==> config.mk <==
export PLATFORM = sky130hd
export DESIGN_NAME = uart_byte_emitter
export DESIGN_NICKNAME = d
export VERILOG_FILES = /design/src/rtl/uart_byte_emitter.sv
export SDC_FILE = /design/constraint.sdc
export NUM_CORES = 1
export LEC_CHECK = 0
export ABC_CLOCK_PERIOD_IN_PS = 3200
export BUFFER_PORTS_ARGS = -buffer_cell sky130_fd_sc_hd__buf_2
export CAP_MARGIN = 10
export CORE_AREA = 5 5 174 176
export DETAILED_ROUTE_END_ITERATION = 16
export DIE_AREA = 0 0 179 181
export PLACE_DENSITY = 0.39
export SYNTH_ARGS = -nofsm -noshare
export SYNTH_HDL_FRONTEND = slang
export SYNTH_SLANG_ARGS = --single-unit
==> constraint.sdc <==
create_clock -name i_clk -period 3.2 [get_ports i_clk]
set_clock_uncertainty 0.15 [all_clocks]
set_input_delay 0.16 -clock i_clk [delete_from_list [all_inputs] [get_ports i_clk]]
set_output_delay 0.16 -clock i_clk [all_outputs]
set_load 0.005 [all_outputs]
==> src/rtl/uart_byte_emitter.sv <==
// uart_byte_emitter: FIFO-buffered 8N1 UART transmitter with a registered TX line.
module uart_byte_emitter #(
   parameter int clk_freq_hz     = 16000000,
   parameter int baud_rate       = 57600,
   parameter int fifo_depth_log2 = 4
) (
   input  logic                     i_clk,
   input  logic                     i_rst,
   input  logic [7:0]               i_data,
   input  logic                     i_valid,
   output logic                     o_ready,
   output logic                     o_uart_tx,
   output logic                     o_busy,
   output logic [fifo_depth_log2:0] o_level
);
   localparam int div   = clk_freq_hz / baud_rate;
   localparam int depth = 2 ** fifo_depth_log2;
   localparam int cw    = (div < 2) ? 1 : $clog2(div);
   typedef enum logic [1:0] {IDLE, START, DATA, STOP} state_t;
   generate
      if (div < 2) begin : g_div_check
         $error("uart_byte_emitter: clk_freq_hz / baud_rate must be at least 2");
      end
   endgenerate
   logic [7:0]                 mem [depth];
   logic [fifo_depth_log2-1:0] wr_ptr, rd_ptr;
   logic [fifo_depth_log2:0]   level_n;
   state_t                     state, state_n;
   logic [cw-1:0]              baud_cnt, baud_n;
   logic [2:0]                 bit_idx, bit_n;
   logic [7:0]                 shift, shift_n;
   logic                       accept, pop, baud_end, has_data, tx_n;
   assign o_ready  = (o_level != (fifo_depth_log2+1)'(depth)) & !i_rst;
   assign accept   = i_valid & o_ready;
   assign has_data = o_level != '0;
   assign baud_end = baud_cnt == cw'(div - 1);
   assign level_n  = o_level + (fifo_depth_log2+1)'(accept) - (fifo_depth_log2+1)'(pop);
   always_comb begin
      state_n = state;
      baud_n  = baud_cnt + 1'b1;
      bit_n   = bit_idx;
      shift_n = shift;
      pop     = 1'b0;
      case (state)
         IDLE: begin
            baud_n = '0;
            if (has_data) begin
               pop     = 1'b1;
               shift_n = mem[rd_ptr];
               state_n = START;
            end
         end
         START: if (baud_end) begin
            baud_n  = '0;
            bit_n   = '0;
            state_n = DATA;
         end
         DATA: if (baud_end) begin
            baud_n  = '0;
            shift_n = shift >> 1;
            bit_n   = bit_idx + 1'b1;
            state_n = (bit_idx == 3'd7) ? STOP : DATA;
         end
         STOP: if (baud_end) begin
            // back-to-back frames: pop on the last stop cycle so no idle gap appears
            baud_n  = '0;
            pop     = has_data;
            shift_n = has_data ? mem[rd_ptr] : shift;
            state_n = has_data ? START : IDLE;
         end
         default: ;
      endcase
      tx_n = (state_n == START) ? 1'b0 : (state_n == DATA) ? shift_n[0] : 1'b1;
   end
   always_ff @(posedge i_clk) begin
      if (i_rst) begin
         state     <= IDLE;
         baud_cnt  <= '0;
         bit_idx   <= '0;
         shift     <= '0;
         wr_ptr    <= '0;
         rd_ptr    <= '0;
         o_level   <= '0;
         o_uart_tx <= 1'b1;
         o_busy    <= 1'b0;
      end else begin
         state     <= state_n;
         baud_cnt  <= baud_n;
         bit_idx   <= bit_n;
         shift     <= shift_n;
         o_level   <= level_n;
         o_uart_tx <= tx_n;
         o_busy    <= (state_n != IDLE) | (level_n != '0);
         if (accept) wr_ptr <= wr_ptr + 1'b1;
         if (pop) rd_ptr <= rd_ptr + 1'b1;
      end
   end
   always_ff @(posedge i_clk) begin
      if (accept) mem[wr_ptr] <= i_data;
   end
endmodule

Yosys cells after proc, flatten, opt, wreduce, memory -nomap -nowiden
Memory sizes are Yosys's and may differ from the RTL's. A register that Yosys moved wholly into a read port is not among the register bits.
Cells that the tools add are included.
W data, S select, Z words.
{"block": "totals", "register_bits": 37, "mem_bits_rw": 128, "out_inout_bits": 8, "wordCells": 66, "n_memories": 1}
{"block": "classes", "addsub": 6, "eq_ne": 11, "mux": 25, "bitwise_logic": 3, "reduce_logical": 10}
{"name": "mem", "depth": 16, "word_bits": 8, "read_ports": 1, "rd_ports_with_merged_regs": 1, "wr": 1, "line_no": "25", "source": "logic [7:0] mem [depth];"}
{"operator": "$mux W8", "n": 3}
{"operator": "$pmux W8 S3", "n": 1}
{"operator": "$pmux W9 S2", "n": 1}
{"operator": "$reduce_bool A5 Y1", "n": 2}
{"operator": "$add A9 B1 Y9 const B", "n": 1}
{"operator": "$eq A9 B9 Y1 const B", "n": 1}
{"operator": "$mux W9", "n": 1}
{"operator": "$add A4 B1 Y4 const B", "n": 2}
{"operator": "$mux W1", "n": 8}
{"operator": "$mux W2", "n": 4}
{"operator": "$mux W4", "n": 2}
{"operator": "$pmux W2 S4", "n": 1}
{"operator": "$eq A2 B2 Y1 const B", "n": 3}
{"operator": "$mux W3", "n": 2}
{"operator": "$ne A2 B2 Y1 const B", "n": 3}
{"operator": "$pmux W3 S2", "n": 1}
{"operator": "$reduce_and A3 Y1", "n": 2}
{"operator": "$add A5 B1 Y5", "n": 1}
{"operator": "$ne A5 B5 Y1 const B", "n": 1}
{"operator": "$sub A5 B1 Y5", "n": 1}
{"operator": "$eq A2 B1 Y1 const B", "n": 2}
{"operator": "$reduce_bool A2 Y1", "n": 2}
{"operator": "$add A3 B1 Y3 const B", "n": 1}
{"operator": "$eq A3 B3 Y1 const B", "n": 1}
{"operator": "other kinds (7)", "n": 8}

Logic depth before layout (Yosys ltp)
Gate-level depths: netlist of the first run.
{"block": "depth", "word_depth": 7, "ltp_mapped": 15, "ltp_nobuf": 14}

Least setup slack after synthesis of the first run
Ideal clock, no wire load.
{"block": "synth_path", "kind": "register to register", "startpoint": "reg o_level[3]", "endpoint": "reg o_busy", "arrival_ns": 2.894, "path_slack_ns": 0.009, "stages_incl_launch_ff": 15, "n_path_buf": 0, "synth_period_minus_slack_ns": 3.191, "cell_sequence": "dfxtp_1 > inv_1 > ha_1 > nor4b_1 > nor2_1 > nand2_1 > or2_2 > nand2_1 > ha_1 > fa_1 > a21oi_1 > o21bai_1 > xnor2_1 > nor4b_1 > a41oi_1"}
{"block": "synth_via", "elab_chain_cells": 7, "elab_cells_between_ends": 16, "cone_classes": "add/sub (2); eq/ne (1); mux (7); bitwise (3); reduce/logical (3)"}
{"item": "from (decl)", "line_no": "14", "source": "output logic [fifo_depth_log2:0] o_level"}
{"item": "from (signal assigned)", "line_no": "91", "source": "o_level <= level_n;"}
{"item": "$ne A5 B5 Y1", "line_no": "33", "source": "assign o_ready = (o_level != (fifo_depth_log2+1)'(depth)) & !i_rst;"}
{"item": "$and A1 B1 Y1", "line_no": "33"}
{"item": "$and A1 B1 Y1", "line_no": "34", "source": "assign accept = i_valid & o_ready;"}
{"item": "$add A5 B1 Y5", "line_no": "37", "source": "assign level_n = o_level + (fifo_depth_log2+1)'(accept) - (fifo_depth_log2+1)'(pop);"}
{"item": "$sub A5 B1 Y5", "line_no": "37"}
{"item": "$reduce_bool A5 Y1", "line_no": "93", "source": "o_busy <= (state_n != IDLE) | (level_n != '0);"}
{"item": "$or A1 B1 Y1 *", "line_no": "93"}
{"item": "to (signal assigned)", "line_no": "93"}
{"item": "to (decl)", "line_no": "13", "source": "output logic o_busy,"}
Mark *: on every way between the ends. The rest lies on a longest branch, timed or not.
A chain may end at the register's enable or synchronous reset.

Worst setup path in the final report of the first run
{"block": "layout_path", "startpoint": "reg state[0]", "endpoint": "reg o_busy"}
{"block": "layout_via", "elab_chain_cells": 5, "elab_cells_between_ends": 14, "cone_classes": "add/sub (1); eq/ne (3); mux (6); bitwise (1); reduce/logical (3)"}
{"item": "from (decl)", "line_no": "28", "source": "state_t state, state_n;"}
{"item": "from (signal assigned)", "line_no": "87", "source": "state <= state_n;"}
{"item": "$eq A2 B2 Y1 / $logic_not A2 Y1 (equally long branches)", "line_no": "44", "source": "case (state)"}
{"item": "$pmux W1 S2", "line_no": "44"}
{"item": "$sub A5 B1 Y5", "line_no": "37"}
{"item": "$reduce_bool A5 Y1", "line_no": "93"}
{"item": "$or A1 B1 Y1 *", "line_no": "93"}
Marked as above.

==> results.md, run 1 <==
### Layout
- commonest non-fill, non-tap cells in the layout: sky130_fd_sc_hd__edfxtp_1, sky130_fd_sc_hd__nor2_1, sky130_fd_sc_hd__dfxtp_1
- layout filler cell count: 2814
- final std cells w/o fill: 893
- Final Net Count: 528
- Diodes inserted: 0
- Final Cell Area: 0.00854 sq mm
- layout cell share with drive strength beyond 1: 25.0%
- most common cell after layout, fill and taps aside: sky130_fd_sc_hd__edfxtp_1
- Syn-to-layout area delta: 21.2%

### Placement
- number of port buffers: 18
- post-placement setup slack: -203 ps
- routability congestion estimate: 0.793
- instance area at placement: 0.00781 sq mm
- placed cell count: 852
- sum of net half-perimeters after detailed placement: 10500 microns

### Pwr
- Cell Pwr Density: 715 mW/mm^2
- Cell Int Power: 0.00432 W
- Gate power share: 23.5%
- net switching power: 0.00179 W
- switching share of total power: 29.3%
- relative contribution of the clock network to total power: 33.9%
- maximum vdd ir drop: 0.000364 V
- part of the total power dissipated in sequential elements: 42.7%
- Final Power: 0.00611 W
- reported leakage power: 2.85 nW

### Worst setup path
- path depth of the worst reg2reg path: 13
- nature of the critical path startpoint: flop
- Reg-to-Reg End: o_busy
- category of the critical setup timing path: flop to flop
- Worst Path Arrival: 3120 ps
- launching point of the worst reg2reg path: state[0]
- type of destination of the critical path: flop
- worst path required time: 3320 ps
- largest fanout on the critical path: 6
- reg-to-reg setup timing slack: 190 ps

### Synth
- Synth Register Bits: 169
- average size of a mapped cell: 16.3 sq um
- largest cells by area after synthesis: sky130_fd_sc_hd__edfxtp_1, sky130_fd_sc_hd__dfxtp_1, sky130_fd_sc_hd__mux4_2
- yosys warns: 0
- count of flip-flops with a built-in enable after synthesis: 128
- area of the mapped netlist: 0.00704 sq mm
- Post-Synthesis Net Count: 464
- flip-flop cell with the highest count after synthesis: sky130_fd_sc_hd__edfxtp_1
- share of synthesized flip-flops with an asynchronous set or reset: 0%
- share of the synthesized area in the top cell type: 54.6%
- sequential-to-total area share from yosys stat: 66.2%
- count of mapped cells out of synthesis: 432
- library cells used by synthesis: 55
- biggest area consumer among synthesized cells: sky130_fd_sc_hd__edfxtp_1

### GRT
- overall overflow remaining after global route: 0
- pin count of the biggest net entering global routing: 31
- all-layer global routing usage: 9.76%
- vias in the first global route: 3954
- first-pass GRT wire length: 23700 microns
- initial antenna violation count: 0

### Drt
- Detailed Routing Iterations Pass 1: 5
- post-route antenna net violation count: 0
- via count: 3845
- Total Routed Length: 15000 microns
- via-per-instance ratio: 4.31
- DR iter-0 viols: 150
- post-route DRC violation count: 0
- routed len/inst: 16.8 microns

### Die
- placeable core area: 0.0285 sq mm
- Die Y-Extent: 181 microns
- Top Ports: 19
- die area: 0.0324 sq mm
- Die W: 179 microns
- cell row count: 62
- Starting Density: 24.7%

### Timing
- Fmax achieved: 0.333 GHz
- relative slew slack: 55.7%
- max-slew violation count: 0
- endpoints failing setup: 0
- slew at the pin closest to its max-slew limit: 660 ps
- Final Cycle Share: 93.9%
- crit path setup slack, layout: 194 ps
- post-route minimum period: 3010 ps
- RSZ-0062 raised after global routing: false
- count of endpoints failing hold in the final timing report: 0

### Clocking
- clock buffer depth: 2
- TritonCTS clock tree: done
- Root Driver: sky130_fd_sc_hd__clkbuf_16
- clock transition time at the flip-flop clock pins of the worst setup and hold paths: 70 ps
- later-pin clock latency in the skew report: 420 ps
- clock buffers created by TritonCTS: 17
- Sink Count: 169
- htree depth: 4

### Run status
- status: finished clean

### Worst hold path
- Min-Delay Startpoint: i_rst
- Hold Path Depth: 5
- min-delay worst type: primary input to flop
- end point of the worst hold path: wr_ptr[1]

### Run
- max cap viols: 0

==> final cells by class <==
class,count,area (sq um),area share (%)
flip-flops and latches,169,4670,54.7
multi-input cells,230,2270,26.6
well taps,384,480,5.63
repair buffers,63,460,5.39
clock buffers,17,425,4.98
clock inverters,15,176,2.07
inverters,15,56.3,0.660
==> cells by family after synthesis <==
| logic type | after synthesis | share of synthesized area, % |
|---|---|---|
| AOI/OAI and AO/OA | 43 | 4.53 |
| xor gates and xnor gates | 16 | 1.99 |
| adders and majority gates | 21 | 3.84 |
| buffers and inverters | 33 | 2.04 |
| DFF | 169 | 66.2 |
| muxes | 43 | 13.6 |
| and+or+nand+nor | 107 | 7.71 |
==> worst max-delay path, cell delays in order, from the launching register on <==
cell and delay (ps):
sky130_fd_sc_hd__dfxtp_1 420, sky130_fd_sc_hd__inv_1 120, sky130_fd_sc_hd__ha_1 240, sky130_fd_sc_hd__a31o_2 260, sky130_fd_sc_hd__nand2_2 80, sky130_fd_sc_hd__or2_4 130, sky130_fd_sc_hd__nand2_1 60, sky130_fd_sc_hd__ha_2 190
sky130_fd_sc_hd__fa_2 380, sky130_fd_sc_hd__a21oi_2 140, sky130_fd_sc_hd__o21bai_1 90, sky130_fd_sc_hd__xnor2_1 150, sky130_fd_sc_hd__nor4b_2 290, sky130_fd_sc_hd__a41oi_1 150
==> Yosys cell counts, drive strengths merged, types with 3 or more instances <==
library cell and instances:
mux4 38, a21oi 8, inv 15, o21ai 4, xnor2 8, a32oi 4, xor2 8, buf 7
edfxtp 128, or3 3, dfxtp 41, a221o 4, nand3 7, nor2b 7, a31oi 4, nand2 18
ha 20, mux2i 3, nor2 46, nand4 3, nor4b 4, nor3 6, clkbuf 11
==> power by group through the flow <==
| stage | combinational [W] | sequential [W] | clock (W) |
|---|---|---|---|
| 4_1_cts | 0.00141 | 0.00261 | 0.00213 |
| 3_5_place_dp | 0.00137 | 0.00265 | 0 |
| 2_1_floorplan | 0.000963 | 0.00260 | 0 |
| 3_3_place_gp | 0.00135 | 0.00265 | 0 |
| 5_1_grt | 0.00160 | 0.00262 | 0.00223 |
| 6_report | 0.00143 | 0.00260 | 0.00207 |
==> how the worst max path moves through the flow <==
stage / start / slack (ps) / endpoint / cells after the start
finish: state[0] / 190 / o_busy / 13
global route: baud_cnt[0] / 10 / o_busy / 14
floorplan: o_level[3] / 9 / o_busy / 14
detailed placement: o_level[3] / -200 / o_busy / 14
CTS: baud_cnt[1] / 8 / o_busy / 14
global placement: o_level[3] / 100 / o_busy / 14
==> layer usage <==
metal  vias to the layer above  global-route usage, %  part of all wire (%)
li1                       1820                      -                     -
met4                         0                   2.12                  0.79
met3                        13                   2.59                   2.9
met5                         -                      0                     0
met1                      1956                   12.8                    47
met2                        56                   16.2                    50
==> stage by stage <==
| step | util, % | hold slack (ps) | setup TNS (ps) |
|---|---|---|---|
| floorplan | - | 109 | 0 |
| global placement | 27.4 | 303 | 0 |
| detailed placement | 27.4 | 305 | -203 |
| CTS | 29.9 | 57.3 | 0 |
| global route | 30.0 | 76.1 | 0 |
| finish | 30.0 | 83.4 | 0 |
==> what timing repair did <==
item	4_1_cts	5_1_grt
endpoints found under the hold margin	128	0
hold buffers	8	0
setup buffers	0	1
endpoints found under the setup margin	1	1
gates resized for setup	3	7
pin swaps	1	3
==> registers in the layout, summed over array words and instances, names as in the netlist, named ones only <==
signal	cells
baud_cnt	9
bit_idx	3
mem	128
o_busy	1
o_level	5
o_uart_tx	1
rd_ptr	4
shift	8
state	2
wr_ptr	4
Power figures use the tool's default switching activity.
==> inputs of run 2 (changes only) <==
--- a/config.mk
+++ b/config.mk
@@ -5,12 +5,13 @@
 export SDC_FILE = /design/constraint.sdc
 export NUM_CORES = 1
 export LEC_CHECK = 0
+export ABC_AREA = 1
 export ABC_CLOCK_PERIOD_IN_PS = 3200
 export BUFFER_PORTS_ARGS = -buffer_cell sky130_fd_sc_hd__buf_2
 export CAP_MARGIN = 10
-export CORE_AREA = 5 5 174 176
+export CORE_AREA = 5 5 179 181
 export DETAILED_ROUTE_END_ITERATION = 16
-export DIE_AREA = 0 0 179 181
+export DIE_AREA = 0 0 184 186
 export PLACE_DENSITY = 0.39
 export SYNTH_ARGS = -nofsm -noshare
 export SYNTH_HDL_FRONTEND = slang
==> run 2 against run 1 <==
  * Total power grew 11%
  * Clock-buffer cell count is the same
  * Wire length is 24% higher
  * Sequential cell count unchanged
  * Clock power fell by 7%
  * Global-route usage is 1.6 points higher
  * Via count is 30% higher
  * Area after synthesis increased by 6.0%
  * Register-to-register slack better by 170 ps
  * Critical path type unchanged
  * Highest routed layer unchanged
==> results.md, run 2 <==
### Layout
- final std cells w/o fill: 1181
- most common cell after layout, fill and taps aside: sky130_fd_sc_hd__nand2_1
- commonest non-fill, non-tap cells in the layout: sky130_fd_sc_hd__nand2_1, sky130_fd_sc_hd__edfxtp_1, sky130_fd_sc_hd__nor2_1
- Syn-to-layout area delta: 17.4%
- most flop-heavy register: mem
- Diodes inserted: 0
- Final Net Count: 805
- number of flip-flops under the largest register name: 128
- registers with the most flip-flops: mem (128), baud_cnt (9), shift (8)
- layout cell share with drive strength beyond 1: 13.5%

### Synth
- Post-Synthesis Net Count: 761
- synth cell count leaders: sky130_fd_sc_hd__nand2_1, sky130_fd_sc_hd__edfxtp_1, sky130_fd_sc_hd__nor2_1, sky130_fd_sc_hd__inv_1, sky130_fd_sc_hd__nand3_1
- flip-flop cell with the highest count after synthesis: sky130_fd_sc_hd__edfxtp_1
- library cells used by synthesis: 46
- share of synthesized flip-flops with an asynchronous set or reset: 0%
- biggest area consumer among synthesized cells: sky130_fd_sc_hd__edfxtp_1
- average size of a mapped cell: 10.2 sq um
- count of flip-flops with a built-in enable after synthesis: 128
- share of the synthesized area in the top cell type: 51.5%
- Synth Register Bits: 169
- library cell with the highest instance count after synthesis: sky130_fd_sc_hd__nand2_1
- sequential-to-total area share from yosys stat: 62.5%
- yosys warns: 0
- largest cells by area after synthesis: sky130_fd_sc_hd__edfxtp_1, sky130_fd_sc_hd__dfxtp_1, sky130_fd_sc_hd__nand2_1
- area of the mapped netlist: 0.00746 sq mm
- count of mapped cells out of synthesis: 729

### Clocking
- Sink Count: 169
- clock buffer depth: 2
- clock buffers created by TritonCTS: 17
- htree depth: 4
- clock transition time at the flip-flop clock pins of the worst setup and hold paths: 70 ps
- TritonCTS clock tree: done
- later-pin clock latency in the skew report: 430 ps
- Root Driver: sky130_fd_sc_hd__clkbuf_16

### Die
- Die W: 184 microns
- Starting Density: 24.7%
- die area: 0.0342 sq mm
- cell row count: 64
- Die Y-Extent: 186 microns
- placeable core area: 0.0303 sq mm
- Top Ports: 19

### Drt
- post-route DRC violation count: 0
- Total Routed Length: 18700 microns
- via-per-instance ratio: 4.22
- via count: 4985
- DR iter-0 viols: 301
- Detailed Routing Iterations Pass 1: 4
- post-route antenna net violation count: 0
- routed len/inst: 15.8 microns

### Placement
- placed cell count: 1142
- number of port buffers: 18
- sum of net half-perimeters after detailed placement: 12000 microns
- routability congestion estimate: 0.758

### GRT
- first-pass GRT wire length: 29200 microns
- all-layer global routing usage: 11.4%
- pin count of the biggest net entering global routing: 80
- overall overflow remaining after global route: 0
- vias in the first global route: 4947
- initial antenna violation count: 0

### Worst setup path
- Buf+Inv Stages, Crit Path: 2
- type of destination of the critical path: flop
- CP max-delay cell: sky130_fd_sc_hd__fa_2
- delay of the slowest cell on the worst path: 360 ps
- launching point of the worst reg2reg path: baud_cnt[0]
- Worst path top cell family by delay: simple AND/OR/NAND/NOR gates
- worst path required time: 3380 ps
- category of the critical setup timing path: flop to flop
- CP Cell Sequence: inv_1 > ha_1 > nand2_1 > nor2_4 > nand3_2 > nand2_2 > nand3_4 > inv_1 > nand2_2 > nand2_1 > ha_1 > fa_2 > a21oi_2 > nor2_1 > nor2_1 > xor2_1 > nand3_1 > nand2_1 > nand2_1
- nature of the critical path startpoint: flop
- most used cell along the critical path: sky130_fd_sc_hd__nand2_1
- Worst Path Arrival: 3010 ps
- Worst Setup SP: baud_cnt[0]
- largest fanout on the critical path: 5

### Timing
- max-slew violation count: 0
- post-route minimum period: 2830 ps
- RSZ-0062 raised after global routing: false
- count of endpoints failing hold in the final timing report: 0
- Final Cycle Share: 88.5%
- endpoints failing setup: 0
- Fmax achieved: 0.353 GHz
- slew at the pin closest to its max-slew limit: 403 ps
- relative slew slack: 73.0%
- TNS Setup: 0 ps

### Pwr
- Cell Pwr Density: 777 mW/mm^2
- maximum vdd ir drop: 0.000373 V
- reported leakage power: 3.23 nW

### Run status
- status: finished clean

### Run
- max cap viols: 0

### Worst hold path
- Min-Delay Startpoint: i_data[5]
- min-delay worst type: primary input to flop

## run 2: final timing paths
check	to	depth (start not counted)	slack [ps]
max	o_busy	19	370
min	mem[3][5]	1	20
max reg2reg	o_busy	19	370
min reg2reg	baud_cnt[0]	1	280
## run 2: cell type report
type | count | area [sq um]
clock buffer | 17 | 425
clock inverter | 14 | 111
fill | 3215 | 21500
inverter | 66 | 248
multi-input combinational | 467 | 2420
sequential | 169 | 4670
tap | 396 | 495
timing repair buffer | 52 | 390
## run 2: logic make-up (layout without fill, tap and decap cells)
family,after synthesis,in the layout,share of synthesized area (%)
flip-flops,169,169,62.5
XOR/XNOR,4,4,0.470
AND/OR/NAND/NOR,340,340,20.1
AO/OA/AOI/OAI,102,102,8.08
buffers and inverters,93,149,5.20
adder cells (fa/ha/maj),21,21,3.62
## run 2: worst reg2reg max path: stages, from the launching register on
cell and delay [ps]:
sky130_fd_sc_hd__dfxtp_2 350, sky130_fd_sc_hd__inv_1 50, sky130_fd_sc_hd__ha_1 200, sky130_fd_sc_hd__nand2_1 110
sky130_fd_sc_hd__nor2_4 60, sky130_fd_sc_hd__nand3_2 90, sky130_fd_sc_hd__nand2_2 90, sky130_fd_sc_hd__nand3_4 110
sky130_fd_sc_hd__inv_1 100, sky130_fd_sc_hd__nand2_2 100, sky130_fd_sc_hd__nand2_1 60, sky130_fd_sc_hd__ha_1 210
sky130_fd_sc_hd__fa_2 360, sky130_fd_sc_hd__a21oi_2 130, sky130_fd_sc_hd__nor2_1 50, sky130_fd_sc_hd__nor2_1 110
sky130_fd_sc_hd__xor2_1 190, sky130_fd_sc_hd__nand3_1 100, sky130_fd_sc_hd__nand2_1 70, sky130_fd_sc_hd__nand2_1 50
## run 2: per-layer routing
| layer | GRT usage, % | routed length, microns |
|---|---|---|
| met5 | 0 | 0 |
| met4 | 3.64 | 239 |
| met3 | 2.13 | 659 |
| met2 | 18.8 | 9010 |
| met1 | 15.2 | 8770 |
## run 2: what timing repair did
item / in CTS / in global routing
hold endpoints to repair: 80 / 0
buffers inserted: 0 / 0
gates resized for setup: 0 / 5
hold buffers: 8 / 0
setup endpoints to repair: 0 / 1
## run 2: where the power goes
group	switching [W]	internal, W
registers	0.000129	0.00250
clock network	0.000911	0.00101
logic	0.00148	0.000774
## run 2: stage by stage
stage | total power (W) | setup WS (ps) | util [%] | cell area [sq um] | hold WS (ps)
final | 0.00680 | 369 | 28.9 | 8760 | 20.6
after global routing | 0.00732 | 4.74 | 28.9 | 8760 | 12.3
after CTS | 0.00691 | 206 | 28.9 | 8750 | 9.28
after detailed placement | 0.00496 | 218 | 26.9 | 8130 | 303
after global placement | 0.00498 | 271 | 26.9 | 8130 | 301
after floorplan | 0.00426 | 436 | - | 7460 | 93.9
==> inputs of run 3 (changes only) <==
--- a/config.mk
+++ b/config.mk
@@ -7,12 +7,12 @@
 export LEC_CHECK = 0
 export ABC_AREA = 1
 export ABC_CLOCK_PERIOD_IN_PS = 3200
-export BUFFER_PORTS_ARGS = -buffer_cell sky130_fd_sc_hd__buf_2
 export CAP_MARGIN = 10
 export CORE_AREA = 5 5 179 181
 export DETAILED_ROUTE_END_ITERATION = 16
 export DIE_AREA = 0 0 184 186
-export PLACE_DENSITY = 0.39
+export DONT_BUFFER_PORTS = 1
+export PLACE_DENSITY = 0.38
 export SYNTH_ARGS = -nofsm -noshare
 export SYNTH_HDL_FRONTEND = slang
 export SYNTH_SLANG_ARGS = --single-unit
==> run 3 against run 2 <==
  * Fmax is 5.3% lower
  * Sequential cell count unchanged
  * Die area did not move
  * Sequential power hardly changed
  * Clock power grew 12%
  * Clock-buffer cell count unchanged
  * Wire length is 5.7% higher
  * Largest cell class unchanged
==> results.md, run 3 (synthesis gave the netlist of run 2 again) <==
### Layout
- Final Cell Area: 0.00895 sq mm
- most flop-heavy register: mem
- number of flip-flops under the largest register name: 128
- registers with the most flip-flops: mem (128), baud_cnt (9), shift (8)
- layout cell share with drive strength beyond 1: 11.7%
- layout filler cell count: 3155
- most common cell after layout, fill and taps aside: sky130_fd_sc_hd__nand2_1
- Syn-to-layout area delta: 20.0%
- Final Net Count: 807
- commonest non-fill, non-tap cells in the layout: sky130_fd_sc_hd__nand2_1, sky130_fd_sc_hd__edfxtp_1, sky130_fd_sc_hd__nor2_1

### Worst setup path
- most used cell along the critical path: sky130_fd_sc_hd__inv_1
- largest fanout on the critical path: 5
- Worst Setup SP: baud_cnt[0]
- worst path required time: 3370 ps
- path depth of the worst reg2reg path: 15
- reg-to-reg setup timing slack: 210 ps
- Worst path top cell family by delay: adder cells
- endpoint of the worst setup timing path: o_level[1]
- Buf+Inv Stages, Crit Path: 4
- category of the critical setup timing path: flop to flop
- CP max-delay cell: sky130_fd_sc_hd__dlygate4sd3_1
- delay of the slowest cell on the worst path: 540 ps
- launching point of the worst reg2reg path: baud_cnt[0]
- type of destination of the critical path: flop
- number of cells on the critical path: 15
- Reg-to-Reg End: o_level[1]
- nature of the critical path startpoint: flop
- Worst Path Arrival: 3160 ps
- CP Cell Sequence: inv_1 > ha_1 > nand2_1 > nor2_4 > nand3_2 > nand2_4 > nand3_4 > inv_1 > nand2_2 > nand2_1 > ha_1 > fa_2 > inv_1 > nor2_1 > dlygate4sd3_1

### Placement
- post-placement setup slack: 206 ps
- sum of net half-perimeters after detailed placement: 12000 microns
- routability congestion estimate: 0.725
- number of port buffers: 0
- instance area at placement: 0.00806 sq mm

### Pwr
- reported leakage power: 3.31 nW
- relative contribution of the clock network to total power: 30.0%
- net switching power: 0.00261 W
- maximum vdd ir drop: 0.000457 V
- switching share of total power: 36.6%
- part of the total power dissipated in sequential elements: 36.6%
- Final Power: 0.00715 W
- Gate power share: 33.3%
- Cell Pwr Density: 798 mW/mm^2
- Cell Int Power: 0.00453 W

### Drt
- post-route antenna net violation count: 0
- Detailed Routing Iterations Pass 1: 5
- via-per-instance ratio: 4.27
- DR iter-0 viols: 230
- routed len/inst: 16.7 microns
- via count: 5059
- Total Routed Length: 19700 microns
- post-route DRC violation count: 0

### Die
- Starting Density: 24.7%
- Die W: 184 microns
- cell row count: 64
- placeable core area: 0.0303 sq mm
- Top Ports: 19
- Die Y-Extent: 186 microns
- die area: 0.0342 sq mm

### Timing
- crit path setup slack, layout: 212 ps
- endpoints failing setup: 0
- Final Cycle Share: 93.4%
- RSZ-0062 raised after global routing: false
- post-route minimum period: 2990 ps
- Fmax achieved: 0.335 GHz
- TNS Setup: 0 ps
- max-slew violation count: 0
- relative slew slack: 46.2%
- slew at the pin closest to its max-slew limit: 804 ps
- count of endpoints failing hold in the final timing report: 0

### GRT
- overall overflow remaining after global route: 0
- first-pass GRT wire length: 30800 microns
- initial antenna violation count: 1
- all-layer global routing usage: 12.0%
- pin count of the biggest net entering global routing: 80
- vias in the first global route: 5130

### Clocking
- htree depth: 4
- Sink Count: 169
- Root Driver: sky130_fd_sc_hd__clkbuf_16
- TritonCTS clock tree: done
- clock buffers created by TritonCTS: 17
- clock transition time at the flip-flop clock pins of the worst setup and hold paths: 70 ps
- clock buffer depth: 2
- later-pin clock latency in the skew report: 430 ps
- post-CTS setup buffer count: 0

### Run
- max cap viols: 0

### Run status
- status: finished clean

### Worst hold path
- min-delay worst type: primary input to flop

==> run 3: final cells by class <==
| cell class | count | area, sq um | share of cell area (%) |
|---|---|---|---|
| multi-input cells | 467 | 2430 | 27.2 |
| repair buffers | 54 | 498 | 5.56 |
| clock inverters | 15 | 185 | 2.07 |
| inverters | 66 | 248 | 2.77 |
| clock buffers | 17 | 425 | 4.75 |
| flip-flops and latches | 169 | 4670 | 52.1 |
| diodes | 1 | 2.50 | 0.0279 |
| well taps | 396 | 495 | 5.53 |
==> run 3: per-stage QoR <==
| stage | util, % | cells | hold WS, ps |
|---|---|---|---|
| 4_1_cts | 29.5 | 1184 | 161 |
| 6_report | 29.6 | 1185 | 122 |
| 3_5_place_dp | 26.6 | 1126 | 80.0 |
| 3_3_place_gp | 26.6 | 1126 | 80.6 |
| 2_1_floorplan | - | 729 | 93.9 |
| 5_1_grt | 29.6 | 1185 | 137 |
==> run 3: worst min path at each step <==
stage                      from          to  cells after the start
final                     i_rst  o_level[4]                      2
after global routing      i_rst  o_level[4]                      2
after CTS                 i_rst  bit_idx[2]                      2
after detailed placement  i_rst    shift[7]                      1
after global placement    i_rst    shift[7]                      1
after floorplan           i_rst    state[1]                      1
==> run 3: worst reg2reg max path, stage by stage (launching register included) <==
cell,delay [ps]
sky130_fd_sc_hd__dfxtp_2,340
sky130_fd_sc_hd__inv_1,50
sky130_fd_sc_hd__ha_1,160
sky130_fd_sc_hd__nand2_1,90
sky130_fd_sc_hd__nor2_4,150
sky130_fd_sc_hd__nand3_2,140
sky130_fd_sc_hd__nand2_4,120
sky130_fd_sc_hd__nand3_4,100
sky130_fd_sc_hd__inv_1,120
sky130_fd_sc_hd__nand2_2,90
sky130_fd_sc_hd__nand2_1,70
sky130_fd_sc_hd__ha_1,190
sky130_fd_sc_hd__fa_2,460
sky130_fd_sc_hd__inv_1,70
sky130_fd_sc_hd__nor2_1,40
sky130_fd_sc_hd__dlygate4sd3_1,540
==> run 3: what timing repair did <==
item / 4_1_cts / 5_1_grt
hold endpoints to repair: 168 / 0
hold buffers: 26 / 0
gates resized for setup: 0 / 7
endpoints found under the setup margin: 0 / 4
==> run 3: metal layers <==
layer / GRT usage, % / wire, microns
met1: 16.2 / 9390
met2: 19.3 / 9270
met3: 2.19 / 722
met4: 4.50 / 360
met5: 0 / 0
==> run 3: power groups by stage <==
| stage | combinational [W] | sequential [W] | clock (W) |
|---|---|---|---|
| global route | 0.00272 | 0.00264 | 0.00231 |
| finish | 0.00238 | 0.00262 | 0.00215 |
| global placement | 0.00227 | 0.00267 | 0 |
| floorplan | 0.00163 | 0.00262 | 0 |
| CTS | 0.00241 | 0.00262 | 0.00221 |
| detailed placement | 0.00224 | 0.00267 | 0 |
